[config.mk]
export PLATFORM = sky130hd
export DESIGN_NAME = fb_scanout_reader_flat
export DESIGN_NICKNAME = d
export VERILOG_FILES = /design/src/rtl/fb_scanout_reader_if.sv /design/src/rtl/fb_scanout_reader.sv /design/src/flat_wrapper.sv
export SDC_FILE = /design/constraint.sdc
export NUM_CORES = 1
export LEC_CHECK = 0
export ABC_AREA = 1
export CORE_MARGIN = 3
export CORE_UTILIZATION = 40
export CTS_CLUSTER_SIZE = 40
export DETAILED_ROUTE_END_ITERATION = 6
export PLACE_DENSITY_LB_ADDON = 0.3
export SETUP_SLACK_MARGIN = 0.05
export SYNTH_ARGS = -nofsm -noshare
export SYNTH_HDL_FRONTEND = slang
export SYNTH_SLANG_ARGS = --single-unit
[constraint.sdc]
create_clock -name iCLK -period 3 [get_ports iCLK]
set_clock_uncertainty 0.05 [all_clocks]
set_input_delay 0.45 -clock iCLK [delete_from_list [all_inputs] [get_ports iCLK]]
set_output_delay 0.45 -clock iCLK [all_outputs]
set_load 0.02 [all_outputs]
[src/rtl/fb_scanout_reader_if.sv]
// Bus bundle for fb_scanout_reader: the SRAM read port toward the shared
// arbiter and the pixel port toward the video output stage.
//
// Handshakes:
//   SRAM read: oMEM_READ is held high with a stable oMEM_ADDR until the
//   arbiter answers with iMEM_GRANT. A read is accepted exactly on the cycles
//   where oMEM_READ && iMEM_GRANT. Its data shows up on iMEM_DATA a fixed
//   READ_LAT cycles later.
//   Pixel: oPIX_VALID/oPIX_DATA present the FIFO head. A pixel is taken on the
//   cycles where iPIX_REQ && oPIX_VALID. iPIX_REQ while oPIX_VALID is low is an
//   underflow.
interface fb_scanout_reader_if;
  logic        iFRAME_START;
  logic [17:0] oMEM_ADDR;
  logic        oMEM_READ;
  logic        iMEM_GRANT;
  logic [15:0] iMEM_DATA;
  logic        iPIX_REQ;
  logic [15:0] oPIX_DATA;
  logic        oPIX_VALID;
  logic        oFRAME_DONE;
  logic        oUNDERFLOW;

  // Reader side.
  modport master (
    input  iFRAME_START, iMEM_GRANT, iMEM_DATA, iPIX_REQ,
    output oMEM_ADDR, oMEM_READ, oPIX_DATA, oPIX_VALID, oFRAME_DONE, oUNDERFLOW
  );

  // Environment side: arbiter, memory and video stage.
  modport slave (
    output iFRAME_START, iMEM_GRANT, iMEM_DATA, iPIX_REQ,
    input  oMEM_ADDR, oMEM_READ, oPIX_DATA, oPIX_VALID, oFRAME_DONE, oUNDERFLOW
  );
endinterface

[src/rtl/fb_scanout_reader.sv]
// Framebuffer scan-out reader. Walks the frame in raster order, reads pixels
// through the SRAM arbiter, and buffers them in a prefetch FIFO for the video
// stage. Addresses follow the writer's y*LINE_STRIDE + x layout and are built
// incrementally, so there is no multiplier.
// Optional 2x pixel/line doubling is enabled with `define FB_SCANOUT_PIXDOUBLE_EN.
module fb_scanout_reader #(
  parameter int H_ACTIVE    = 320,
  parameter int V_ACTIVE    = 240,
  parameter int LINE_STRIDE = 640,
  parameter int READ_LAT    = 2,
  parameter int FIFO_DEPTH  = 16
) (
  input  logic                iCLK,
  input  logic                iRST,
  fb_scanout_reader_if.master bus,
  output logic [1:0]          dbg_state
);

  localparam int XW = (H_ACTIVE > 1) ? $clog2(H_ACTIVE) : 1;
  localparam int YW = (V_ACTIVE > 1) ? $clog2(V_ACTIVE) : 1;
  localparam int PW = $clog2(FIFO_DEPTH);
  localparam int CW = PW + 1;
  localparam int AW = 18;

  typedef enum logic [1:0] {IDLE = 2'd0, FETCH = 2'd1, DRAIN = 2'd2, DONE = 2'd3} state_t;

  state_t            state_q, state_d;
  logic [XW-1:0]     x_q;
  logic [YW-1:0]     y_q;
  logic [AW-1:0]     line_base_q;
  logic [READ_LAT-1:0] pipe_q;
  logic [CW-1:0]     inflight_q;
  logic [CW-1:0]     count_q;
  logic [PW-1:0]     wr_ptr_q, rd_ptr_q;
  logic [15:0]       mem_q [FIFO_DEPTH];
  logic [15:0]       last_q;
  logic              underflow_q;

  logic mem_read, frame_done, credit_ok, grant_fire;
  logic x_last, y_last, frame_last;
  logic push, pop, pop_req, valid, flush;

  // A frame start acts like a local reset of the scan and the read path.
  assign flush = bus.iFRAME_START;

  assign x_last = (x_q == XW'(H_ACTIVE - 1));
  assign y_last = (y_q == YW'(V_ACTIVE - 1));

`ifdef FB_SCANOUT_PIXDOUBLE_EN
  logic pass_q;  // second fetch of the current line
  logic half_q;  // head already delivered once
  assign frame_last = x_last && y_last && pass_q;
  assign pop        = pop_req && half_q;
`else
  assign frame_last = x_last && y_last;
  assign pop        = pop_req;
`endif

  // Reads already granted count against FIFO space so returns always fit.
  assign credit_ok  = ((CW+1)'(count_q) + (CW+1)'(inflight_q)) < (CW+1)'(FIFO_DEPTH);
  assign grant_fire = mem_read && bus.iMEM_GRANT;
  assign push       = pipe_q[READ_LAT-1];
  assign valid      = (count_q != '0);
  assign pop_req    = bus.iPIX_REQ && valid;

  // FSM state register.
  always_ff @(posedge iCLK) begin
    if (iRST) state_q <= IDLE;
    else      state_q <= state_d;
  end

  // FSM next-state logic; a frame start wins from any state.
  always_comb begin
    state_d = state_q;
    unique case (state_q)
      IDLE:    state_d = IDLE;
      FETCH:   if (grant_fire && frame_last) state_d = DRAIN;
      DRAIN:   if (inflight_q == '0 && count_q == '0) state_d = DONE;
      DONE:    state_d = DONE;
      default: state_d = IDLE;
    endcase
    if (flush) state_d = FETCH;
  end

  // FSM outputs: request only while fetching and credit remains.
  always_comb begin
    mem_read   = 1'b0;
    frame_done = 1'b0;
    unique case (state_q)
      FETCH:   mem_read   = credit_ok;
      DONE:    frame_done = 1'b1;
      default: ;
    endcase
  end

  // Raster position; advances only on an accepted read.
  always_ff @(posedge iCLK) begin
    if (iRST || flush) begin
      x_q         <= '0;
      y_q         <= '0;
      line_base_q <= '0;
`ifdef FB_SCANOUT_PIXDOUBLE_EN
      pass_q      <= 1'b0;
`endif
    end else if (grant_fire) begin
      if (x_last) begin
        x_q <= '0;
`ifdef FB_SCANOUT_PIXDOUBLE_EN
        pass_q <= ~pass_q;
        if (pass_q) begin
          y_q         <= y_q + YW'(1);
          line_base_q <= line_base_q + AW'(LINE_STRIDE);
        end
`else
        y_q         <= y_q + YW'(1);
        line_base_q <= line_base_q + AW'(LINE_STRIDE);
`endif
      end else begin
        x_q <= x_q + XW'(1);
      end
    end
  end

  // Return tags and in-flight count; flushing drops any pending returns.
  always_ff @(posedge iCLK) begin
    if (iRST || flush) begin
      pipe_q     <= '0;
      inflight_q <= '0;
    end else begin
      pipe_q[0] <= grant_fire;
      for (int i = 1; i < READ_LAT; i++) pipe_q[i] <= pipe_q[i-1];
      unique case ({grant_fire, push})
        2'b10:   inflight_q <= inflight_q + CW'(1);
        2'b01:   inflight_q <= inflight_q - CW'(1);
        default: inflight_q <= inflight_q;
      endcase
    end
  end

  // FIFO storage; entries beyond the pointers are don't-care.
  always_ff @(posedge iCLK) begin
    if (push) mem_q[wr_ptr_q] <= bus.iMEM_DATA;
  end

  // FIFO pointers and occupancy.
  always_ff @(posedge iCLK) begin
    if (iRST || flush) begin
      wr_ptr_q <= '0;
      rd_ptr_q <= '0;
      count_q  <= '0;
`ifdef FB_SCANOUT_PIXDOUBLE_EN
      half_q   <= 1'b0;
`endif
    end else begin
      if (push) wr_ptr_q <= wr_ptr_q + PW'(1);
      if (pop)  rd_ptr_q <= rd_ptr_q + PW'(1);
`ifdef FB_SCANOUT_PIXDOUBLE_EN
      if (pop_req) half_q <= ~half_q;
`endif
      unique case ({push, pop})
        2'b10:   count_q <= count_q + CW'(1);
        2'b01:   count_q <= count_q - CW'(1);
        default: count_q <= count_q;
      endcase
    end
  end

  // Credit accounting must make overflow impossible.
  always_ff @(posedge iCLK) begin
    if (!iRST && !flush && push && !pop)
      assert (count_q != CW'(FIFO_DEPTH));
  end

  // Last delivered pixel, shown while the FIFO is empty; sticky underflow flag.
  always_ff @(posedge iCLK) begin
    if (iRST) begin
      last_q      <= '0;
      underflow_q <= 1'b0;
    end else begin
      if (pop_req) last_q <= mem_q[rd_ptr_q];
      if (flush)                             underflow_q <= 1'b0;
      else if (bus.iPIX_REQ && !valid)       underflow_q <= 1'b1;
    end
  end

  assign bus.oMEM_ADDR   = line_base_q + AW'(x_q);
  assign bus.oMEM_READ   = mem_read;
  assign bus.oPIX_DATA   = valid ? mem_q[rd_ptr_q] : last_q;
  assign bus.oPIX_VALID  = valid;
  assign bus.oFRAME_DONE = frame_done;
  assign bus.oUNDERFLOW  = underflow_q;
  assign dbg_state       = state_q;

endmodule

[src/flat_wrapper.sv]
// flat-port wrapper written by rule: the top's interface ports become plain ports
module fb_scanout_reader_flat 
#(
  parameter int H_ACTIVE    = 320,
  parameter int V_ACTIVE    = 240,
  parameter int LINE_STRIDE = 640,
  parameter int READ_LAT    = 2,
  parameter int FIFO_DEPTH  = 16
)
  (iCLK, iRST, dbg_state, bus_iFRAME_START, bus_iMEM_GRANT, bus_iMEM_DATA, bus_iPIX_REQ, bus_oMEM_ADDR, bus_oMEM_READ, bus_oPIX_DATA, bus_oPIX_VALID, bus_oFRAME_DONE, bus_oUNDERFLOW);
  fb_scanout_reader_if bus_i ();
  input  logic iCLK;
  input  logic iRST;
  output logic [1:0] dbg_state;
  input wire logic [$bits(bus_i.iFRAME_START)-1:0] bus_iFRAME_START;
  input wire logic [$bits(bus_i.iMEM_GRANT)-1:0] bus_iMEM_GRANT;
  input wire logic [$bits(bus_i.iMEM_DATA)-1:0] bus_iMEM_DATA;
  input wire logic [$bits(bus_i.iPIX_REQ)-1:0] bus_iPIX_REQ;
  output wire logic [$bits(bus_i.oMEM_ADDR)-1:0] bus_oMEM_ADDR;
  output wire logic [$bits(bus_i.oMEM_READ)-1:0] bus_oMEM_READ;
  output wire logic [$bits(bus_i.oPIX_DATA)-1:0] bus_oPIX_DATA;
  output wire logic [$bits(bus_i.oPIX_VALID)-1:0] bus_oPIX_VALID;
  output wire logic [$bits(bus_i.oFRAME_DONE)-1:0] bus_oFRAME_DONE;
  output wire logic [$bits(bus_i.oUNDERFLOW)-1:0] bus_oUNDERFLOW;
  assign bus_i.iFRAME_START = bus_iFRAME_START;
  assign bus_i.iMEM_GRANT = bus_iMEM_GRANT;
  assign bus_i.iMEM_DATA = bus_iMEM_DATA;
  assign bus_i.iPIX_REQ = bus_iPIX_REQ;
  assign bus_oMEM_ADDR = bus_i.oMEM_ADDR;
  assign bus_oMEM_READ = bus_i.oMEM_READ;
  assign bus_oPIX_DATA = bus_i.oPIX_DATA;
  assign bus_oPIX_VALID = bus_i.oPIX_VALID;
  assign bus_oFRAME_DONE = bus_i.oFRAME_DONE;
  assign bus_oUNDERFLOW = bus_i.oUNDERFLOW;
  fb_scanout_reader #(.H_ACTIVE(H_ACTIVE), .V_ACTIVE(V_ACTIVE), .LINE_STRIDE(LINE_STRIDE), .READ_LAT(READ_LAT), .FIFO_DEPTH(FIFO_DEPTH)) u_core (.iCLK(iCLK), .iRST(iRST), .bus(bus_i), .dbg_state(dbg_state));
endmodule
Yosys cells after proc, flatten, opt, wreduce, memory -nomap -nowiden:

Memory sizes are Yosys's and may differ from the RTL's. A register that Yosys moved wholly into a read port is not among the register bits.
Cells that the tools add are included.

* add/subtract/negate cells: 11
* order comparisons: 1
* eq/ne operators: 13
* multiplexer cells: 14
* reductions and logical operators: 18

Operator list (count)
* $pmux W5 S2: 2
* $add A18 B10 Y18 const B: 1
* $add A18 B9 Y18: 1
* $mux W16: 1
* $add A5 B1 Y5 const B: 2
* $logic_not A5 Y1: 2
* $sub A5 B1 Y5 const B: 2
* $add A9 B1 Y9 const B: 1
* $eq A9 B9 Y1 const B: 1
* $mux W9: 1
* $add A4 B1 Y4 const B: 2
* $add A8 B1 Y8 const B: 1
* $eq A2 B2 Y1 const B: 4
* $eq A8 B8 Y1 const B: 1
* $mux W4: 2
* $pmux W2 S4: 1
* $add A5 B5 Y6: 1
* $eq A2 B1 Y1 const B: 3
* $logic_and A1 B1 Y1: 6
* $lt A6 B5 Y1 const B: 1
* $ne A3 B2 Y1 const B: 2
* $reduce_and A2 Y1: 3
* $mux W1: 5
* $reduce_bool A5 Y1: 1
* other kinds (7): 10

* register bits: 74
* bits in writable memories: 256
* input bits: 21
* output and inout bits: 40
* logic and storage cells: 70
* memories: 1

Memories
* u_core.mem_q: words 16, bits a word 16, read ports 1, clocked after Yosys merged registers in 1, write ports 1, RTL line fb_scanout_reader.sv:35 `logic [15:0] mem_q [FIFO_DEPTH];`

Longest topological paths before layout:

Gate-level depths: netlist of the first run.

* word-level depth: 8
* depth in mapped cells: 16
* mapped depth without buffers: 15

Worst setup path before layout of the first run:

No wires, ideal clock.

* kind: register -> register
* start point: register u_core.count_q[1]
* end point: register u_core.inflight_q[4]
* setup time: 70 ps
* arrival: 2521 ps
* required time: 2880 ps
* slack: 360 ps
* stages on the path, launching flop included: 17
* path buffers: 1
* clock period less this slack: 2640 ps
* cell sequence: dfxtp_1 > ha_1 > nand3_1 > nand2_1 > nand2_1 > nand2_1 > nand2_2 > nand3_2 > buf_2 > ha_1 > inv_1 > fa_1 > o21ai_0 > a21oi_1 > o211ai_1 > nand2_1 > a21oi_1

* word-level cells in the longest chain between the ends: 6
* elaborated cells on any way between the ends: 8
* those cells by class: add/sub (1); order compare (1); eq/ne (2); mux (2); reduce/logical (2)

Ends and longest elaborated chain
* start: declaration: RTL line fb_scanout_reader.sv:33 `logic [CW-1:0] count_q;`
* start signal: assignment: RTL line fb_scanout_reader.sv:161 `2'b10: count_q <= count_q + CW'(1);`
* start signal: assignment: RTL line fb_scanout_reader.sv:162 `2'b01: count_q <= count_q - CW'(1);`
* start signal: assignment: RTL line fb_scanout_reader.sv:163 `default: count_q <= count_q;`
* $add A5 B5 Y6 (*): RTL line fb_scanout_reader.sv:60 `assign credit_ok = ((CW+1)'(count_q) + (CW+1)'(inflight_q)) < (CW+1)'(FIFO_DEPTH);`
* $lt A6 B5 Y1 (*): RTL line fb_scanout_reader.sv:60
* $mux W1 (*): RTL line fb_scanout_reader.sv:89 `unique case (state_q)`
* $logic_and A1 B1 Y1 (*): RTL line fb_scanout_reader.sv:61 `assign grant_fire = mem_read && bus.iMEM_GRANT;`
* $eq A2 B1 Y1 / $eq A2 B2 Y1 (equally long branches): RTL line fb_scanout_reader.sv:132 `unique case ({grant_fire, push})`
* $pmux W5 S2 / $reduce_bool A2 Y1 (equally long branches)
* end signal: assignment: RTL line fb_scanout_reader.sv:133 `2'b10: inflight_q <= inflight_q + CW'(1);`
* end signal: assignment: RTL line fb_scanout_reader.sv:134 `2'b01: inflight_q <= inflight_q - CW'(1);`
* end signal: assignment: RTL line fb_scanout_reader.sv:135 `default: inflight_q <= inflight_q;`
* end: declaration: RTL line fb_scanout_reader.sv:32 `logic [CW-1:0] inflight_q;`

Mark *: on every way between the ends. The rest lies on a longest branch, timed or not.
A chain may end at the register's enable or synchronous reset.

==> run metrics, run 1 <==
status completed; FF+latch count, synth approximately 330; first-pass GRT wire length approximately 52000 um; GRT Util Overall 0.1718; die width between 150 and 200 um; r2r worst-path depth 15; Pre-antenna DRT Iters 5; Register Area between 9000 and 10000 um2; vias post-DR 9914; cell row count roughly 70; Final setup viols 0; Syn Nets about 1400; clock tree root driver cell clkbuf_16; Synth area leader edfxtp_1; Adder-Cell Fraction of Synth Area 0.02317; Final ANT Viol Nets 0; CP arrival roughly 2.3 ns; top post-synthesis cells by area edfxtp_1 53%, dfxtp_1 9.8%, nand2_1 5.9%; asr flop ratio synth 0; number of hold buffers added after cts 0; Hold Path Depth 2; synth warn 0; Skew-Pair Late Insertion Delay between 0.5 and 0.6 ns; Max transition margin 0.5819; Die H ~200 um; hold_sp u_core.pipe_q[0]; count leader, synth edfxtp_1; DP Cell Count roughly 1900; worst slew pin tran between 0.6 and 0.7 ns; CTS tree yes; reg-to-reg critical path startpoint u_core.count_q[1]; CP Capture Type output pin; Via density 5.079; Critical Path RT 2.50 ns; Static Leak between 6 and 7 nW; Final TNS setup 0 ns; Slew Limit Fails 0; clk slew on worst S/H paths approximately 0.060 ns; CTS buffer count 36; Max Freq between 300 and 400 MHz; clk sinks between 300 and 400; dpl hpwl approximately 20000 um; Unique masters post-synth 30; layout cells sized above 1 0.09323; min Tclk post-route 2.835 ns; Maximum Capacitance Violations 0; Hold WS between 0.3 and 0.4 ns; initial antenna violation count 0; Post-Synth XOR/XNOR Area 0.01937; Yosys top cell area share 0.5312; Layout fillers 3247; Worst VDD drop ~290 uV; Synth top cells by count 256 x edfxtp_1, 228 x nand2_1, 224 x inv_1; Post-Synth Simple-Gate Area 0.1273; Top FF cell, synth edfxtp_1; # IOs 61; Post-Layout Cell Count 1952; unrepaired setup endpoints after global routing yes; Setup crit start kind flip-flop; Core Area about 36000 um2; Area Overhead vs Synth 16.33%; register area share after synthesis 0.6294; gate count of the mapped netlist between 1000 and 1500; Die Area between 30000 and 40000 um2; WS Path Type flip-flop to output pin; mux contribution to synthesized area 0; maximum level of the CTS H-tree 2; number of flops mapped to enable cells by yosys 256; Cell Area, Synth 14470 um2; PortBufs 60; vias in the first global route roughly 9600; grt ovf 0; Syn Area/Cell 10.36 um2; pin count of the biggest net entering global routing 55; Starting Density 0.4059; Hold Crit Class flip-flop to flip-flop; Final GP Congestion 0.7837; Final #Nets about 1500; final hold vios 0; clk buf depth 3; Hold Path Sink u_core.pipe_q[1]; DRT iter0 DRCs 630; final wirelength ~33000 um; CP Max Fanout 35; largest family of logic cells by synthesized area simple AND/OR/NAND/NOR gates; Reg2Reg Setup Slack roughly 0.38 ns; # diodes 0; pwr/cell area 544.5 nW/um2; drc violations 0; Reg-to-Reg End u_core.inflight_q[4]; detailed-route wire length per cell between 15 and 20 um; multi-input logic area 4146 um2; crit share post-route 0.9451; complex-gate fraction of the synthesized area 0.1134
## registers in the layout, indices dropped and copies added, names as in the netlist, named ones only
signal and cells:
u_core.line_base_q 11, u_core.dbg_state 2, u_core.count_q 5, u_core.wr_ptr_q 4, u_core.mem_q 256, u_core.pipe_q 2
u_core.x_q 9, u_core.inflight_q 5, u_core.y_q 8, u_core.bus.oUNDERFLOW 1, u_core.last_q 16, u_core.rd_ptr_q 4
## cells by family after synthesis
family / after synthesis
buffers and inverters: 304
DFF: 327
and+or+nand+nor: 429
adders and majority gates: 25
AOI/OAI and AO/OA: 280
xor gates and xnor gates: 32
## per-stage QoR
stage / utilization / power (W) / cell area (um2) / setup WS (ns)
global placement: 0.4392 / 0.005274 / 15660 / 0.3314
finish: 0.4722 / 0.009167 / 16840 / 0.1646
CTS: 0.4712 / 0.009275 / 16800 / 0.02115
detailed placement: 0.4392 / 0.005278 / 15660 / 0.2977
floorplan: - / 0.005131 / 14470 / 0.3597
global route: 0.4722 / 0.009503 / 16840 / 0.007600
## worst max-delay path, cell delays in order, from the launching register on
cell,delay [ns]
dfxtp_4,0.39
buf_4,0.16
buf_16,0.16
a21oi_1,0.14
o21ai_0,0.09
nand3_1,0.07
nand3_1,0.08
nand2_1,0.19
nand2_1,0.06
o21ai_0,0.09
dlygate4sd2_1,0.36
## area by class of cell
class                           count  area share
Sequential cell                   327      0.5416
Clock buffer                       50     0.05849
Inverter                          227     0.05106
Tap cell                          461     0.03426
Multi-Input combinational cell    766      0.2463
Clock inverter                     14    0.004459
Timing Repair Buffer              107     0.06384
## where the power goes
group          switching (W)  internal (W)  leakage (nW)
combinational       0.000181     0.0000933          2.87
clock                0.00170       0.00230         0.522
sequential        0.00000843       0.00489          2.88
## layout by cell type (no fill, tap or decap), types with 4 or more instances in the layout
master / synthesis / routed
a21oi_1: 99 / 99
buf_12: 0 / 4
buf_4: 15 / 35
clkbuf_1: 26 / 12
clkbuf_16: 0 / 38
clkbuf_2: 0 / 8
clkdlybuf4s50_1: 0 / 36
clkinv_1: 2 / 7
clkinv_2: 0 / 6
dfxtp_1: 71 / 67
dlygate4sd2_1: 0 / 11
edfxtp_1: 256 / 256
ha_1: 22 / 22
inv_1: 224 / 222
nand2_1: 228 / 226
nand2_2: 3 / 5
nand3_1: 118 / 118
nand4_1: 10 / 10
nor2_1: 52 / 35
nor2_2: 3 / 20
nor3_1: 10 / 10
o211ai_1: 95 / 95
o21ai_0: 68 / 67
o21ai_1: 17 / 18
xnor2_1: 11 / 11
xor2_1: 21 / 21
## worst max-delay path by stage
stage | to | slack (ns) | depth (start not counted)
floorplan | u_core.inflight_q[4] | 0.36 | 16
global placement | bus_oMEM_ADDR[15] | 0.33 | 7
detailed placement | u_core.inflight_q[4] | 0.30 | 15
CTS | bus_oPIX_DATA[12] | 0.02 | 10
global route | bus_oPIX_DATA[13] | 0.008 | 10
finish | bus_oPIX_DATA[3] | 0.16 | 10
## layer usage
| layer | vias to the layer above | share of wire | track usage |
|---|---|---|---|
| met5 | - | 0 | 0 |
| met4 | 0 | 0.031 | 0.05968 |
| met3 | 57 | 0.050 | 0.02748 |
| met2 | 241 | 0.49 | 0.2949 |
| met1 | 4721 | 0.43 | 0.2222 |
| li1 | 4895 | - | - |
## what timing repair did
item | 4_1_cts | 5_1_grt
gates resized for setup | 29 | 34
endpoints found under the setup margin | 21 | 19
setup buffers | 1 | 3
gates cloned | 2 | 1
pin swaps | 0 | 0
Note: power is estimated with default switching activity, not from simulation.
==> inputs of run 2 (changes only) <==
==> constraint.sdc (replaced) <==
create_clock -name iCLK -period 2.7 [get_ports iCLK]
set_clock_uncertainty 0.05 [all_clocks]
set_input_delay 0.405 -clock iCLK [delete_from_list [all_inputs] [get_ports iCLK]]
set_output_delay 0.405 -clock iCLK [all_outputs]
set_load 0.02 [all_outputs]
==> run metrics, run 2 (synthesized netlist as in run 1, its figures left out) <==
Max Freq ~380 MHz; layout cells sized above 1 0.1550 (was 0.09323); Die Area 38500 um2 (unchanged); Setup crit start kind flip-flop (unchanged); die width 196.2 um (unchanged); Final #Nets 1541 (was 1511); Maximum Capacitance Violations 0 (unchanged); r2r worst-path depth 15 (unchanged); status completed (unchanged); Reg2Reg Setup Slack 0.27 ns (was 0.38 ns); final wirelength 35160 um (was 33110 um); CP arrival 2.19 ns (was 2.34 ns); CP Capture Type output pin (unchanged); clock tree root driver cell clkbuf_16 (unchanged); Skew-Pair Late Insertion Delay 0.53 ns (was 0.51 ns); dpl hpwl 20020 um (was 19880 um); Starting Density 0.4059 (unchanged); min Tclk post-route about 2.6 ns; Hold WS 0.3603 ns (was 0.3625 ns); final hold vios 0 (unchanged); worst slew pin tran 0.6190 ns (was 0.6251 ns); CP cell instances buf_6 > buf_6 > buf_12 > a21oi_1 > o21ai_0 > nand3_1 > nand3_2 > nand2_2 > nand2_1 > o21ai_2 > buf_6 (was buf_4 > buf_16 > a21oi_1 > o21ai_0 > nand3_1 > nand3_1 > nand2_1 > nand2_1 > o21ai_0 > dlygate4sd2_1); Bufs and invs on worst path 4 (was 3); PortBufs 60 (unchanged); # IOs 61 (unchanged); WS Path Type flip-flop to output pin (unchanged); # diodes 0 (unchanged); most common cell after layout, fill and taps aside edfxtp_1 (unchanged); CTS buffer count 36 (unchanged); post-layout util 0.4941 (was 0.4722); maximum level of the CTS H-tree 2 (unchanged); drc violations 0 (unchanged); Final setup viols 0 (unchanged); Die H 196.2 um (unchanged); vias post-DR 10150 (was 9914); Setup crit end bus_oPIX_DATA[0] (was bus_oPIX_DATA[3]); Critical Path RT 2.25 ns (was 2.50 ns); DRT iter0 DRCs 583 (was 630); reg-to-reg critical path startpoint u_core.inflight_q[1] (was u_core.count_q[1]); clk sinks 327 (unchanged); Hold Crit Class flip-flop to flip-flop (unchanged); detailed-route wire length per cell 17.72 um (was 16.96 um); initial antenna violation count 1 (was 0); clk buf depth 3 (unchanged); unrepaired setup endpoints after global routing yes (unchanged); Via density 5.114 (was 5.079); CTS tree yes (unchanged); CP Max Fanout 10 (was 35); first-pass GRT wire length 52450 um (was 52220 um); Top Family by Delay on Critical Path buffers and inverters (unchanged); Static Leak 6.565 nW (was 6.262 nW); clk slew on worst S/H paths 0.06 ns (about the same); commonest cells after routing, fill and taps aside 256 x edfxtp_1, 222 x inv_1, 207 x nand2_1, 105 x nand3_1, 95 x o211ai_1 (was 256 x edfxtp_1, 226 x nand2_1, 222 x inv_1, 118 x nand3_1, 99 x a21oi_1); Reg-to-Reg End u_core.inflight_q[4] (unchanged); grt ovf 0 (unchanged); Slowest cell on crit path dfxtp_4 (unchanged); crit-path most repeated cell buf_6; max FFs per register 256 (unchanged); Max transition margin 0.5860 (was 0.5819); Core Area 35660 um2 (unchanged); CP peak stage delay 0.38 ns (was 0.39 ns); pin count of the biggest net entering global routing 53 (was 55); Post-Layout Cell Count 1984 (was 1952); Final ANT Viol Nets 0 (unchanged); GRT Util Overall 0.1709 (was 0.1718); Pre-antenna DRT Iters 5 (unchanged); crit share post-route 0.9812; vias in the first global route 9764 (was 9634); pwr/cell area 602.1 nW/um2 (was 544.5 nW/um2); Slew Limit Fails 0 (unchanged); Regs by FF count u_core.mem_q: 256 flops, u_core.last_q: 16 flops, u_core.line_base_q: 11 flops (unchanged); number of cells on the critical path 11 (was 10); Worst VDD drop 444.2 uV (was 289.0 uV); cell row count 69 (unchanged); DP Cell Count 1894 (was 1881); Final GP Congestion 0.8198 (was 0.7837); Largest Register u_core.mem_q (unchanged); Area Overhead vs Synth 21.73% (was 16.33%)
## run 2: cell count changes in the layout (fill, tap and decap cells not counted), moves of 8 or more
cell	change
buf_4	+17
a21oi_2	+10
nand3_2	+13
o21ai_0	-23
nand2_1	-19
a21oi_1	-10
clkbuf_16	+8
nand2_2	+14
buf_6	+9
o21ai_1	+16
nand3_1	-13
## run 2: power by group
group	leakage [nW]	internal (W)	total, W	switching [W]
Sequential	2.88	0.00543	0.00544	0.00000943
Clock	0.564	0.00287	0.00482	0.00195
Combinational	3.13	0.000129	0.000346	0.000217
Total	6.56	0.00843	0.0106	0.00218
## run 2: metal layers
metal  GRT usage  share of wire  wire length [um]  up-vias
met1      0.2190           0.43             15050     4848
met4     0.05651          0.028               982        2
li1            -              -                 -     4959
met5           0        0.00037                13        -
met3     0.02834          0.052              1813       66
met2      0.2962           0.49             17300      271
## run 2: through the flow
step	instance area (um2)	setup WS (ns)	total power [W]	TNS [ns]
after CTS	17030	-0.04619	0.01069	-0.06653
final	17620	0.05081	0.01061	0
after global placement	15780	0.1527	0.005861	0
after detailed placement	15780	0.06459	0.005867	0
after floorplan	14470	0.05967	0.005701	0
after global routing	17620	-0.03826	0.01095	-0.04238
## run 2: tightest hold or removal path, stage by stage, from the launching register on
cell	delay (ns)
dfxtp_1	0.30
inv_1	0.04
nor2_1	0.03
## run 2: worst min-delay path by stage
stage                                start                to  slack, ns  cells past startpoint
after global routing      u_core.pipe_q[0]  u_core.pipe_q[1]       0.40                      2
after floorplan           u_core.pipe_q[0]  u_core.pipe_q[1]       0.34                      2
after CTS                 u_core.pipe_q[0]  u_core.pipe_q[1]       0.36                      2
final                     u_core.pipe_q[0]  u_core.pipe_q[1]       0.36                      2
after global placement    u_core.pipe_q[0]  u_core.pipe_q[1]       0.34                      2
after detailed placement  u_core.pipe_q[0]  u_core.pipe_q[1]       0.35                      2
## run 2: what timing repair did
item / CTS / global route
pin swaps: 5 / 38
buffers inserted: 3 / 6
resized for setup: 104 / 123
hold buffers: 0 / 0
setup endpoints to repair: 27 / 21
cloned: 2 / 13
## run 2: area by class of cell
cell class,count,area [um2]
fill,3180,18040
sequential,327,9119
multi-input combinational,766,4368
timing repair buffer,137,1534
clock buffer,51,987.2
inverter,227,852.1
tap,461,576.8
clock inverter,15,181.4
==> inputs of run 3 (changes only) <==
--- a/config.mk
+++ b/config.mk
@@ -7,9 +7,10 @@
 export LEC_CHECK = 0
 export ABC_AREA = 1
 export CORE_MARGIN = 3
-export CORE_UTILIZATION = 40
+export CORE_UTILIZATION = 36
 export CTS_CLUSTER_SIZE = 40
 export DETAILED_ROUTE_END_ITERATION = 6
+export GPL_TIMING_DRIVEN = 0
 export PLACE_DENSITY_LB_ADDON = 0.3
 export SETUP_SLACK_MARGIN = 0.05
 export SYNTH_ARGS = -nofsm -noshare
==> run metrics, run 3 (synthesized netlist as in run 1, its figures left out) <==
Max Freq 374.5 MHz (was 377.5 MHz); worst setup margin 0.02986 ns (was 0.05081 ns); GRT Util Overall 0.1812 (was 0.1709); commonest cells after routing, fill and taps aside 256 x edfxtp_1, 221 x inv_1, 208 x nand2_1, 99 x nand3_1, 95 x o211ai_1 (was 256 x edfxtp_1, 222 x inv_1, 207 x nand2_1, 105 x nand3_1, 95 x o211ai_1); Slowest cell on crit path dfxtp_4 (unchanged); WS Path Type flip-flop to output pin (unchanged); initial antenna violation count 1 (unchanged); die width 206.5 um (was 196.2 um); Final GP Congestion 0.8344 (was 0.8198); final hold vios 0 (unchanged); CTS buffer count 36 (unchanged); maximum level of the CTS H-tree 2 (unchanged); Maximum Capacitance Violations 0 (unchanged); drc violations 0 (unchanged); first-pass GRT wire length 58660 um (was 52450 um); Static Leak 6.647 nW (was 6.565 nW); dpl hpwl 26230 um (was 20020 um); Largest Register u_core.mem_q (unchanged); Area Overhead vs Synth 22.85% (was 21.73%); met3 Usage GRT 0.03229 (was 0.02834); PortBufs 58 (was 60); Via density 5.065 (was 5.114); CP Max Fanout 6 (was 10); most common cell after layout, fill and taps aside edfxtp_1 (unchanged); CP cell instances buf_12 > buf_12 > clkbuf_16 > o211ai_1 > nand3_1 > nand3_2 > nand2_2 > nand2_1 > o21ai_0 > buf_2 (was buf_6 > buf_6 > buf_12 > a21oi_1 > o21ai_0 > nand3_1 > nand3_2 > nand2_2 > nand2_1 > o21ai_2 > buf_6); Final setup viols 0 (unchanged); Worst VDD drop 367.1 uV (was 444.2 uV); Core Area 39190 um2 (was 35660 um2); routing usage on met1 0.2333 (was 0.2190); Skew-Pair Late Insertion Delay 0.52 ns (was 0.53 ns); Die Area 42640 um2 (was 38500 um2); Max transition margin 0.5016 (was 0.5860); Starting Density 0.3693 (was 0.4059); min Tclk post-route 2.670 ns (was 2.649 ns); Pwr Total 0.01037 W (was 0.01061 W); clock tree root driver cell clkbuf_16 (unchanged); Setup crit start kind flip-flop (unchanged); Pre-antenna DRT Iters 5 (unchanged); pwr/cell area 583.5 nW/um2 (was 602.1 nW/um2); Die H 206.5 um (was 196.2 um); CP Capture Type output pin (unchanged); Post-Layout Cell Count 2066 (was 1984); Layout fillers 3657 (was 3180); CP peak stage delay 0.38 ns (about the same); max FFs per register 256 (unchanged); # IOs 61 (unchanged); Final #Nets 1572 (was 1541); vias post-DR 10470 (was 10150); crit share post-route 0.9889 (was 0.9812); detailed-route wire length per cell 18.88 um (was 17.72 um); unrepaired setup endpoints after global routing yes (unchanged); worst slew pin tran 0.7453 ns (was 0.6190 ns); pin count of the biggest net entering global routing 17 (was 53); Final ANT Viol Nets 0 (unchanged); Regs by FF count u_core.mem_q: 256 flops, u_core.last_q: 16 flops, u_core.line_base_q: 11 flops (unchanged); clk slew on worst S/H paths 0.06 ns (about the same); Register Area 9120 um2 (was 9119 um2); cell row count 72 (was 69); DRT iter0 DRCs 803 (was 583); number of hold buffers added after cts 0 (unchanged); crit-path most repeated cell buf_12 (was buf_6); CTS tree yes (unchanged); met2 GRT Util 0.3076 (was 0.2962); layout cells sized above 1 0.1707 (was 0.1550); clk buf depth 3 (unchanged); status completed (unchanged); vias in the first global route 10240 (was 9764); Slew Limit Fails 0 (unchanged); grt ovf 0 (unchanged); pre-CTS setup slack -0.4723 ns (was 0.06459 ns); Critical Path RT 2.25 ns (about the same); final wirelength 39000 um (was 35160 um); Final TNS setup 0 ns (unchanged); Hold WS 0.2054 ns (was 0.3603 ns); DP Cell Count 1989 (was 1894); multi-input logic area 4422 um2 (was 4368 um2); grt peak-use layer met2 (unchanged); clk sinks 327 (unchanged); CP arrival 2.22 ns (was 2.19 ns); Hold Crit Class input port to flip-flop (was flip-flop to flip-flop)
run 3: changes by cell type in the layout (fill, tap and decap cells not counted), sizes merged:
cell,delta
dlygate4sd2,-1
dlymetal6s2s,+1
clkbuf,+1
clkinvlp,-2
clkdlybuf4s50,-2
diode,+1
bufinv,-2
buf,+22
clkinv,+6
inv,+1
run 3: final timing paths:
check,endpoint,depth (start not counted),startpoint,slack (ns)
setup / recovery,bus_oPIX_DATA[2],10,flip-flop,0.03
hold / removal,u_core.x_q[7],3,bus_iMEM_GRANT,0.21
setup reg to reg,u_core.inflight_q[4],16,u_core.count_q[1],0.20
hold reg to reg,u_core.pipe_q[1],2,u_core.pipe_q[0],0.36
run 3: final cells by class:
class	count	area share
multi-input combinational	766	0.2487
clock buffer	41	0.05292
clock inverter	18	0.007319
inverter	227	0.04799
sequential	327	0.5129
antenna	1	0.0001407
tap	518	0.03645
timing repair buffer	94	0.05503
buffer	74	0.03849
run 3: worst max-delay path, delay by kind of cell, from the launching register on:
kind	cells	cell delay (ns)
buffers and inverters	4	0.63
and+or+nand+nor	4	0.43
DFF	1	0.38
AOI/OAI and AO/OA	2	0.26
run 3: where the power goes:
part / switching, W / total (W) / internal [W]
Clock: 0.00197 / 0.00456 / 0.00260
Sequential: 0.00000972 / 0.00544 / 0.00543
Combinational: 0.000240 / 0.000368 / 0.000129
Total: 0.00221 / 0.0104 / 0.00816
run 3: metal layers:
layer / wire, um / part of all wire
met2: 18810 / 0.48
met1: 16300 / 0.42
met4: 1369 / 0.035
met5: 0 / 0
met3: 2520 / 0.065
run 3: through the flow:
step           instance area (um2)    util
2_1_floorplan                14470       -
3_3_place_gp                 15700  0.4007
3_5_place_dp                 15990  0.4080
4_1_cts                      17490  0.4463
5_1_grt                      17780  0.4536
6_report                     17780  0.4537
run 3: timing repair:
item	CTS	global route
pin swaps	39	39
setup endpoints to repair	32	28
gates resized for setup	247	82
buffers inserted	9	8
cloned	0	3
